`src/rtl/dmem_arbiter_if.sv`:
```
// Bus bundle between the data-memory arbiter, its two requesters
// (core and debug port) and the single-ported data memory.
interface dmem_arbiter_if;
    // Core requester
    logic        core_req;
    logic        core_we;
    logic [31:0] core_addr;
    logic [31:0] core_wdata;
    logic        core_ready;
    logic [31:0] core_rdata;
    logic        core_stall;
    // Debug requester
    logic        dbg_req;
    logic        dbg_we;
    logic [31:0] dbg_addr;
    logic [31:0] dbg_wdata;
    logic        dbg_ready;
    logic [31:0] dbg_rdata;
    // Memory side (synchronous write, combinational read)
    logic        mem_we;
    logic [31:0] mem_addr;
    logic [31:0] mem_wdata;
    logic [31:0] mem_rdata;
    // Status
    logic        stall_clr;
    logic [15:0] stall_cycles;
    logic [1:0]  owner;

    modport slave (
        input  core_req, core_we, core_addr, core_wdata,
        output core_ready, core_rdata, core_stall,
        input  dbg_req, dbg_we, dbg_addr, dbg_wdata,
        output dbg_ready, dbg_rdata,
        output mem_we, mem_addr, mem_wdata,
        input  mem_rdata,
        input  stall_clr,
        output stall_cycles, owner
    );

    modport master (
        output core_req, core_we, core_addr, core_wdata,
        input  core_ready, core_rdata, core_stall,
        output dbg_req, dbg_we, dbg_addr, dbg_wdata,
        input  dbg_ready, dbg_rdata,
        input  mem_we, mem_addr, mem_wdata,
        output mem_rdata,
        output stall_clr,
        input  stall_cycles, owner
    );
endinterface

```
`src/rtl/dmem_arbiter.sv`:
```
// Two-requester (core / debug) arbiter in front of a single-ported data
// memory. One access per granted cycle; a requester that just completed is
// not eligible at that edge, so contention alternates and a lone requester
// gets every other cycle. Also counts core stall cycles (saturating).
module dmem_arbiter (
    input  logic          clk,
    input  logic          reset,
    dmem_arbiter_if.slave bus
);
    typedef enum logic [1:0] {
        IDLE = 2'b00,
        CORE = 2'b01,
        DBG  = 2'b10
    } arbState_t;

    localparam logic LAST_CORE = 1'b0;
    localparam logic LAST_DBG  = 1'b1;

    arbState_t   stateReg, stateNext;
    logic        lastOwnerReg, lastOwnerNext;
    logic [15:0] stallCyclesReg, stallCyclesNext;

    logic        coreReady, dbgReady;
    logic        coreEligible, dbgEligible;
    logic        memWe;
    logic [31:0] memAddr, memWdata;

    // State, arbitration history and stall counter; reset starts with debug
    // as last owner so the core wins the first contention.
    always_ff @(posedge clk or negedge reset) begin
        if (!reset) begin
            stateReg       <= IDLE;
            lastOwnerReg   <= LAST_DBG;
            stallCyclesReg <= '0;
        end else begin
            stateReg       <= stateNext;
            lastOwnerReg   <= lastOwnerNext;
            stallCyclesReg <= stallCyclesNext;
        end
    end

    // Grant decode, memory steering, next-state selection and counter update.
    always_comb begin
        coreReady = (stateReg == CORE) && bus.core_req;
        dbgReady  = (stateReg == DBG)  && bus.dbg_req;

        memWe    = 1'b0;
        memAddr  = '0;
        memWdata = '0;
        case (stateReg)
            CORE: begin
                memWe    = bus.core_we && bus.core_req;
                memAddr  = bus.core_addr;
                memWdata = bus.core_wdata;
            end
            DBG: begin
                memWe    = bus.dbg_we && bus.dbg_req;
                memAddr  = bus.dbg_addr;
                memWdata = bus.dbg_wdata;
            end
            default: ;
        endcase

        // A requester whose transfer completes this cycle sits out one edge;
        // for the core this is exactly the stall condition.
        coreEligible = bus.core_req && !coreReady;
        dbgEligible  = bus.dbg_req  && !dbgReady;

        if (coreEligible && dbgEligible)
            stateNext = (lastOwnerReg == LAST_CORE) ? DBG : CORE;
        else if (coreEligible)
            stateNext = CORE;
        else if (dbgEligible)
            stateNext = DBG;
        else
            stateNext = IDLE;

        lastOwnerNext = lastOwnerReg;
        if (stateReg == CORE)
            lastOwnerNext = LAST_CORE;
        else if (stateReg == DBG)
            lastOwnerNext = LAST_DBG;

        // Clear wins over a simultaneous increment; count sticks at all-ones.
        stallCyclesNext = stallCyclesReg;
        if (bus.stall_clr)
            stallCyclesNext = '0;
        else if (coreEligible && (stallCyclesReg != 16'hFFFF))
            stallCyclesNext = stallCyclesReg + 16'd1;
    end

    assign bus.core_ready   = coreReady;
    assign bus.core_rdata   = coreReady ? bus.mem_rdata : '0;
    assign bus.core_stall   = coreEligible;
    assign bus.dbg_ready    = dbgReady;
    assign bus.dbg_rdata    = dbgReady ? bus.mem_rdata : '0;
    assign bus.mem_we       = memWe;
    assign bus.mem_addr     = memAddr;
    assign bus.mem_wdata    = memWdata;
    assign bus.stall_cycles = stallCyclesReg;
    assign bus.owner        = stateReg;
endmodule
```
`src/flat_wrapper.sv`:
```
// flat-port wrapper written by rule: the top's interface ports become plain ports
module dmem_arbiter_flat 
  (clk, reset, bus_core_req, bus_core_we, bus_core_addr, bus_core_wdata, bus_core_ready, bus_core_rdata, bus_core_stall, bus_dbg_req, bus_dbg_we, bus_dbg_addr, bus_dbg_wdata, bus_dbg_ready, bus_dbg_rdata, bus_mem_we, bus_mem_addr, bus_mem_wdata, bus_mem_rdata, bus_stall_clr, bus_stall_cycles, bus_owner);
  dmem_arbiter_if bus_i ();
  input  logic clk;
  input  logic reset;
  input wire logic [$bits(bus_i.core_req)-1:0] bus_core_req;
  input wire logic [$bits(bus_i.core_we)-1:0] bus_core_we;
  input wire logic [$bits(bus_i.core_addr)-1:0] bus_core_addr;
  input wire logic [$bits(bus_i.core_wdata)-1:0] bus_core_wdata;
  output wire logic [$bits(bus_i.core_ready)-1:0] bus_core_ready;
  output wire logic [$bits(bus_i.core_rdata)-1:0] bus_core_rdata;
  output wire logic [$bits(bus_i.core_stall)-1:0] bus_core_stall;
  input wire logic [$bits(bus_i.dbg_req)-1:0] bus_dbg_req;
  input wire logic [$bits(bus_i.dbg_we)-1:0] bus_dbg_we;
  input wire logic [$bits(bus_i.dbg_addr)-1:0] bus_dbg_addr;
  input wire logic [$bits(bus_i.dbg_wdata)-1:0] bus_dbg_wdata;
  output wire logic [$bits(bus_i.dbg_ready)-1:0] bus_dbg_ready;
  output wire logic [$bits(bus_i.dbg_rdata)-1:0] bus_dbg_rdata;
  output wire logic [$bits(bus_i.mem_we)-1:0] bus_mem_we;
  output wire logic [$bits(bus_i.mem_addr)-1:0] bus_mem_addr;
  output wire logic [$bits(bus_i.mem_wdata)-1:0] bus_mem_wdata;
  input wire logic [$bits(bus_i.mem_rdata)-1:0] bus_mem_rdata;
  input wire logic [$bits(bus_i.stall_clr)-1:0] bus_stall_clr;
  output wire logic [$bits(bus_i.stall_cycles)-1:0] bus_stall_cycles;
  output wire logic [$bits(bus_i.owner)-1:0] bus_owner;
  assign bus_i.core_req = bus_core_req;
  assign bus_i.core_we = bus_core_we;
  assign bus_i.core_addr = bus_core_addr;
  assign bus_i.core_wdata = bus_core_wdata;
  assign bus_core_ready = bus_i.core_ready;
  assign bus_core_rdata = bus_i.core_rdata;
  assign bus_core_stall = bus_i.core_stall;
  assign bus_i.dbg_req = bus_dbg_req;
  assign bus_i.dbg_we = bus_dbg_we;
  assign bus_i.dbg_addr = bus_dbg_addr;
  assign bus_i.dbg_wdata = bus_dbg_wdata;
  assign bus_dbg_ready = bus_i.dbg_ready;
  assign bus_dbg_rdata = bus_i.dbg_rdata;
  assign bus_mem_we = bus_i.mem_we;
  assign bus_mem_addr = bus_i.mem_addr;
  assign bus_mem_wdata = bus_i.mem_wdata;
  assign bus_i.mem_rdata = bus_mem_rdata;
  assign bus_i.stall_clr = bus_stall_clr;
  assign bus_stall_cycles = bus_i.stall_cycles;
  assign bus_owner = bus_i.owner;
  dmem_arbiter u_core (.clk(clk), .reset(reset), .bus(bus_i));
endmodule
```
`config.mk`:
```
export PLATFORM = sky130hd
export DESIGN_NAME = dmem_arbiter_flat
export DESIGN_NICKNAME = d
export VERILOG_FILES = /design/src/rtl/dmem_arbiter_if.sv /design/src/rtl/dmem_arbiter.sv /design/src/flat_wrapper.sv
export SDC_FILE = /design/constraint.sdc
export NUM_CORES = 1
export LEC_CHECK = 0
export CAP_MARGIN = 30
export CORE_AREA = 4 4 121 123
export CTS_BUF_LIST = sky130_fd_sc_hd__clkbuf_4 sky130_fd_sc_hd__clkbuf_8
export DETAILED_ROUTE_END_ITERATION = 10
export DIE_AREA = 0 0 125 127
export GPL_TIMING_DRIVEN = 0
export HOLD_SLACK_MARGIN = 0.15
export REMOVE_ABC_BUFFERS = 1
export SYNTH_ARGS = -nofsm -noshare
export SYNTH_HDL_FRONTEND = slang
export SYNTH_SLANG_ARGS = --single-unit
```
`constraint.sdc`:
```
create_clock -name clk -period 1.8 [get_ports clk]
set_clock_uncertainty 0.05 [all_clocks]
set_input_delay 0.27 -clock clk [delete_from_list [all_inputs] [get_ports clk]]
set_output_delay 0.27 -clock clk [all_outputs]
set_load 0.02 [all_outputs]
```
==> results_dict.tcl, run 1 <==
set metrics [dict create \
    yosys.area.top_type "a22o_1" \
    final-setup-viol-count 91 \
    path_cells "ha_4 -> nor2b_4 -> buf_6 -> buf_16 -> a22o_1 -> buf_6" \
    crit_slowest_cell "dfrtp_1" \
    worst_slack_ps -349 \
    first_pass_iters 4 \
    synthTopCellsByArea "a22o_1 26%, dfrtp_1 21%, and3_1 18%" \
    place_congestion 0.839 \
    synth_area_per_cell_um2 7.90 \
    endpoint_kind "primary output" \
    grt_pass1_wl_um 23000 \
    combinationalPowerShare_pct 80.0 \
    p_sw_uw 1650 \
    netlist_top_cells_count "64 x a22o_1, 64 x and3_1, 21 x clkbuf_1, 18 x dfrtp_1, 13 x a21oi_1" \
    routed_wl_um 16200 \
    r2r-start "u_core.bus.owner[0]" \
    peakVddDrop_uv 341 \
    clk_latency_ps 260 \
    rsz0062_at_grt "yes" \
    drv_slew 0 \
    ios 317 \
    wl_per_cell_um 20.7 \
    period_share_pct 119 \
    start_kind "register" \
    reg2regPathDepth 8 \
    synth-edff-count 0 \
    hold_depth 2 \
    synth_top_family_by_area "compound AO/OA/AOI/OAI gates" \
    worst-setup-path-type "reg -> out" \
    n_antenna_cell 0 \
    grt_max_degree 36 \
    swShare_pct 41.6 \
    crit_top_cell "buf_6" \
    hpwlAfterDp_um 11800 \
    synth-seq-cells 19 \
    placementRows 43 \
    p_clk_share_pct 7.5 \
    netlist_area_um2 2170 \
    synth_warnings 0 \
    hold_class "reg -> reg" \
    max_freq_mhz 465 \
    crit_fanout 6 \
    p_seq_share_pct 12.5 \
    worstPathArrival_ps 1830 \
    synth-compound-area-share_pct 35.0 \
    r2r_slack_ps -340 \
    die_y_um 127 \
    initial_core_util_pct 15.8 \
    grt_antenna_before_repair 0 \
    fp.dieW_um 125 \
    ys_seq_area_share_pct 22.0 \
    period_needed_ps 2150 \
    vias 3723 \
    hold_viol_final 0 \
    reg2reg_to "u_core.bus.stall_cycles[13]" \
    synth_mux_area_share_pct 0.982 \
    cp_slowest_stage_delay_ps 430 \
    synth_top_area_share_pct 25.9 \
    drc 0 \
    worst_pin_slew_ps 892 \
    cts_tree "done" \
    synth_cell_types 41 \
    clockRootBuffer "clkbuf_8" \
    cts_sinks 19 \
    htree_levels 1 \
    synthSimpleGateAreaFrac_pct 33.7 \
    post-place-ws_ps -1650 \
    grt.total_usage_pct 18.1 \
    area_growth_pct 186 \
    utilization_pct 45.3 \
    core-area_um2 13700 \
    die_area_um2 15900 \
    clock_path_buffers 2 \
    final_area_um2 6180 \
    worst-path-buf-inv 3 \
    hold_end "u_core.lastOwnerReg" \
    clk_pin_slew_ps 80 \
    final.setup.tns_ps -23860 \
    drive_gt1_share_pct 37.0 \
    synth_xor_xnor_area_share_pct 0 \
    min-delay-start "u_core.lastOwnerReg" \
    fill_cells 1372 \
    avgViaCountPerCell 4.74 \
    numPortBuffers 316 \
    status "finished with violations" \
    place_area_um2 5500 \
    max-cap-violations 0 \
    synthAdderAreaFrac_pct 1.73 \
    internal_power_uw 2320 \
    synth_ff_type "dfrtp_1" \
    cellPowerDensity_nw_per_um2 641 \
    max-slew-margin-rel_pct 40.3 \
    violations "setup timing" \
    critPathTopFamily "buffers and inverters" \
    initialDrtViolationCount 125 \
    nNetsFinal 776 \
    grt_overflow 0 \
    cts-buffers-inserted 3 \
    postSynthCellCount 274 \
    final_antenna_net_count 0 \
    synthArstFlopShare_pct 100 \
    crit_required_ps 1480 \
    grt_pass1_vias 3949 \
    leakagePower_uw 0.00290 \
]
## worst reg2reg max path: cells and delay by family, from the launching register on
family / cells / cell delay (ps)
simple gates: 3 / 870
buf+inv: 3 / 450
flops: 1 / 390
fa+ha+maj: 1 / 170
compound gates: 1 / 130
## worst max path at each step
stage                        startpoint           endpoint  cells after the start
global route        u_core.bus.owner[1]  bus_mem_wdata[17]                      6
CTS                 u_core.bus.owner[1]   bus_mem_addr[11]                      6
global placement    u_core.bus.owner[1]   bus_mem_addr[27]                      5
finish              u_core.bus.owner[1]   bus_mem_addr[11]                      6
floorplan           u_core.bus.owner[1]    bus_mem_addr[0]                      4
detailed placement  u_core.bus.owner[1]   bus_mem_addr[27]                      6
## cell usage in the layout, fill, tap and decap left out, types with 4 or more instances in the layout
cell type | synthesis | layout
a21oi_1 | 13 | 5
a21oi_2 | 0 | 8
a22o_1 | 64 | 61
and3_1 | 64 | 55
and3_4 | 0 | 9
buf_2 | 1 | 25
buf_4 | 0 | 35
buf_6 | 0 | 97
clkdlybuf4s50_1 | 0 | 181
dfrtp_1 | 18 | 15
inv_1 | 7 | 6
nand2_1 | 9 | 8
nand3_1 | 6 | 5
nor2_1 | 9 | 8
nor2b_4 | 0 | 4
o21ai_0 | 5 | 4
o31ai_1 | 5 | 4
## cell type report
type / count / area, µm² / share of cell area (%)
clock inverter: 1 / 5.00 / 0.0809
clock buffer: 3 / 41.3 / 0.668
multi-input combinational: 220 / 1800 / 29.2
sequential: 19 / 480 / 7.77
inverter: 8 / 30.0 / 0.486
tap: 180 / 225 / 3.64
timing repair buffer: 354 / 3600 / 58.2
## layer usage
layer	vias up	GRT usage (%)	part of all wire, %
li1	1752	-	-
met1	1765	19.3	37
met2	188	34.1	52
met3	18	7.36	9.5
met4	0	3.00	1.7
met5	-	0	0
## state kept, by name, summed over array words and instances (netlist names)
| signal | cells |
|---|---|
| u_core.bus.owner | 2 |
| u_core.bus.stall_cycles | 16 |
| u_core.lastOwnerReg | 1 |
## what timing repair did
action | 4_1_cts | 5_1_grt
buffers inserted | 27 | 5
gates resized for setup | 720 | 89
gates cloned | 6 | 4
pin swaps | 47 | 33
endpoints found under the setup margin | 151 | 132
hold buffers | 0 | 0
## stage by stage
stage	std cells	total power, µW	hold slack [ps]
2_1_floorplan	245	1580	-75.6
4_1_cts	779	3740	431
3_3_place_gp	741	2940	413
6_report	785	3970	425
3_5_place_dp	743	2980	424
5_1_grt	785	4190	468
## power groups by stage
stage / registers, µW / clock network [µW] / logic [µW]
global route: 499 / 351 / 3340
detailed placement: 496 / 0 / 2480
CTS: 494 / 316 / 2930
finish: 494 / 298 / 3170
floorplan: 509 / 0 / 1070
global placement: 494 / 0 / 2440
## kinds of logic after synthesis
kind of cell	count (synthesis)
compound gates	95
fa+ha+maj	3
buf+inv	37
flops	19
mux	2
simple gates	118
Note: power is estimated with default switching activity, not from simulation.
==> inputs of run 2 (changes only) <==
--- a/config.mk
+++ b/config.mk
@@ -10,8 +10,9 @@
 export CTS_BUF_LIST = sky130_fd_sc_hd__clkbuf_4 sky130_fd_sc_hd__clkbuf_8
 export DETAILED_ROUTE_END_ITERATION = 10
 export DIE_AREA = 0 0 125 127
-export GPL_TIMING_DRIVEN = 0
+export GPL_TIMING_DRIVEN = 1
 export HOLD_SLACK_MARGIN = 0.15
+export PLACE_DENSITY = 0.72
 export REMOVE_ABC_BUFFERS = 1
 export SYNTH_ARGS = -nofsm -noshare
 export SYNTH_HDL_FRONTEND = slang
==> run 2 against run 1 <==
- the flow still finishes with violations (setup timing)
- fmax down 1.8%
- global-route usage up 0.70 points
- flip-flop and latch count unchanged
- critical path depth up 2
- non-clock buffer count up 31
- utilization up 6.3 points
- cell area up 14%
- combinational power up 13%
- largest cell class unchanged
- highest routed layer unchanged
==> results_dict.tcl, run 2 (same netlist as run 1, synthesis figures left out) <==
set metrics [dict create \
    crit_top_cell "buf_6" \
    start_kind "register" \
    initial_core_util_pct 15.8 \
    cellPowerDensity_nw_per_um2 620 \
    cts_tree "done" \
    area_growth_pct 225 \
    period_needed_ps 2190 \
    place_congestion 0.959 \
    hold_viol_final 0 \
    numPortBuffers 316 \
    hold_class "in -> async" \
    worst_slack_ps -389 \
    largest_reg_flops 16 \
    worst-path-buf-inv 5 \
    drive_gt1_share_pct 46.7 \
    crit_required_ps 1480 \
    rsz0062_at_grt "yes" \
    max-cap-violations 0 \
    clock_path_buffers 2 \
    max_freq_mhz 457 \
    drv_slew 0 \
    crit_fanout 7 \
    layout_commonest_cell "clkdlybuf4s50_1" \
    cts-buffers-inserted 3 \
    core-area_um2 13700 \
    worst_pin_slew_ps 669 \
    hpwlAfterDp_um 12100 \
    peakVddDrop_uv 321 \
    fp.dieW_um 125 \
    cp_slowest_stage_delay_ps 410 \
    drc 0 \
    clk_latency_ps 260 \
    routed_wl_um 17400 \
    grt_pass1_wl_um 24200 \
    clockRootBuffer "clkbuf_8" \
    layout_common_cells "184 x clkdlybuf4s50_1, 124 x buf_6, 58 x a22o_1, 50 x and3_4, 36 x buf_4" \
    grt_max_degree 34 \
    avgViaCountPerCell 4.88 \
    nNetsFinal 805 \
    path_cells "buf_6 -> ha_4 -> nor2b_4 -> buf_8 -> buf_16 -> buf_6 -> a22o_1 -> buf_6" \
    max-slew-margin-rel_pct 55.0 \
    violations "setup timing" \
    grt_overflow 0 \
    first_pass_iters 4 \
    post-place-ws_ps -531 \
    grt_pass1_vias 4153 \
    cts_sinks 19 \
    clk_pin_slew_ps 80 \
    final_antenna_net_count 0 \
    period_share_pct 122 \
    leakagePower_uw 0.00303 \
    critPathTopFamily "buffers and inverters" \
    whs_ps 296 \
    vias 3974 \
    grt.total_usage_pct 18.8 \
    die_y_um 127 \
    status "finished with violations" \
    grt_antenna_before_repair 0 \
    crit_slowest_cell "dfrtp_1" \
    placementRows 43 \
    ios 317 \
    final-setup-viol-count 109 \
    initialDrtViolationCount 165 \
    worst-setup-path-type "reg -> out" \
    worstPathArrival_ps 1870 \
    n_antenna_cell 0 \
    htree_levels 1 \
    die_area_um2 15900 \
    wl_per_cell_um 21.4 \
    endpoint_kind "primary output" \
]
run 2: layout make-up:
cell class / count / area, µm²
fillers: 1201 / 6620
inverters: 8 / 32.5
repair buffers: 385 / 4260
multi-input cells: 218 / 2000
clock inverters: 1 / 5.00
flip-flops and latches: 19 / 479
well taps: 180 / 225
clock buffers: 3 / 41.3
run 2: report_power, final:
group / total [µW] / leakage (µW) / internal, µW / switching, µW
Combinational: 3570 / 0.00275 / 2010 / 1560
Sequential: 489 / 0.000255 / 462 / 27.2
Clock: 305 / 0.0000255 / 154 / 151
run 2: routing by layer:
layer  GRT usage [%]  vias to the layer above  wire [µm]
met1            23.0                     1887       6960
met4            3.06                        0        271
met3            5.81                       25       1530
met2            33.1                      248       8660
met5               0                        -          0
li1                -                     1814          -
run 2: path summary, 6_finish.rpt:
check                                     from                           to  slack, ps  cells after the start
max in group asynchronous                reset          u_core.lastOwnerReg       1130                      2
min in group clk           u_core.lastOwnerReg          u_core.lastOwnerReg        430                      2
hold reg to reg            u_core.lastOwnerReg          u_core.lastOwnerReg        430                      2
hold / removal                           reset   u_core.bus.stall_cycles[4]        300                      2
setup / recovery           u_core.bus.owner[0]            bus_mem_wdata[22]       -390                      8
setup reg to reg           u_core.bus.owner[0]  u_core.bus.stall_cycles[11]       -350                      9
run 2: timing repair:
item | 4_1_cts | 5_1_grt
hold buffers | 0 | 0
cloned | 9 | 7
buffers inserted | 12 | 6
gates resized for setup | 729 | 108
setup endpoints to repair | 145 | 147
pin swaps | 25 | 21
run 2: through the flow:
step,util (%),setup TNS (ps),area (µm²),std cells,power (µW)
after detailed placement,42.7,-51720,5830,781,3150
after global routing,51.5,-33940,7040,814,4560
final,51.5,-26290,7040,814,4360
after CTS,47.5,-24960,6500,806,4040
after global placement,42.7,-47910,5830,781,3110
after floorplan,-,-151970,2050,245,1580
run 2: worst reg2reg max path: cells and delay by family, from the launching register on:
kind	cells	cell delay (ps)
AND/OR/NAND/NOR	3	780
adder cells (fa/ha/maj)	1	160
AO/OA/AOI/OAI	1	150
flip-flops	1	410
buffers and inverters	4	520
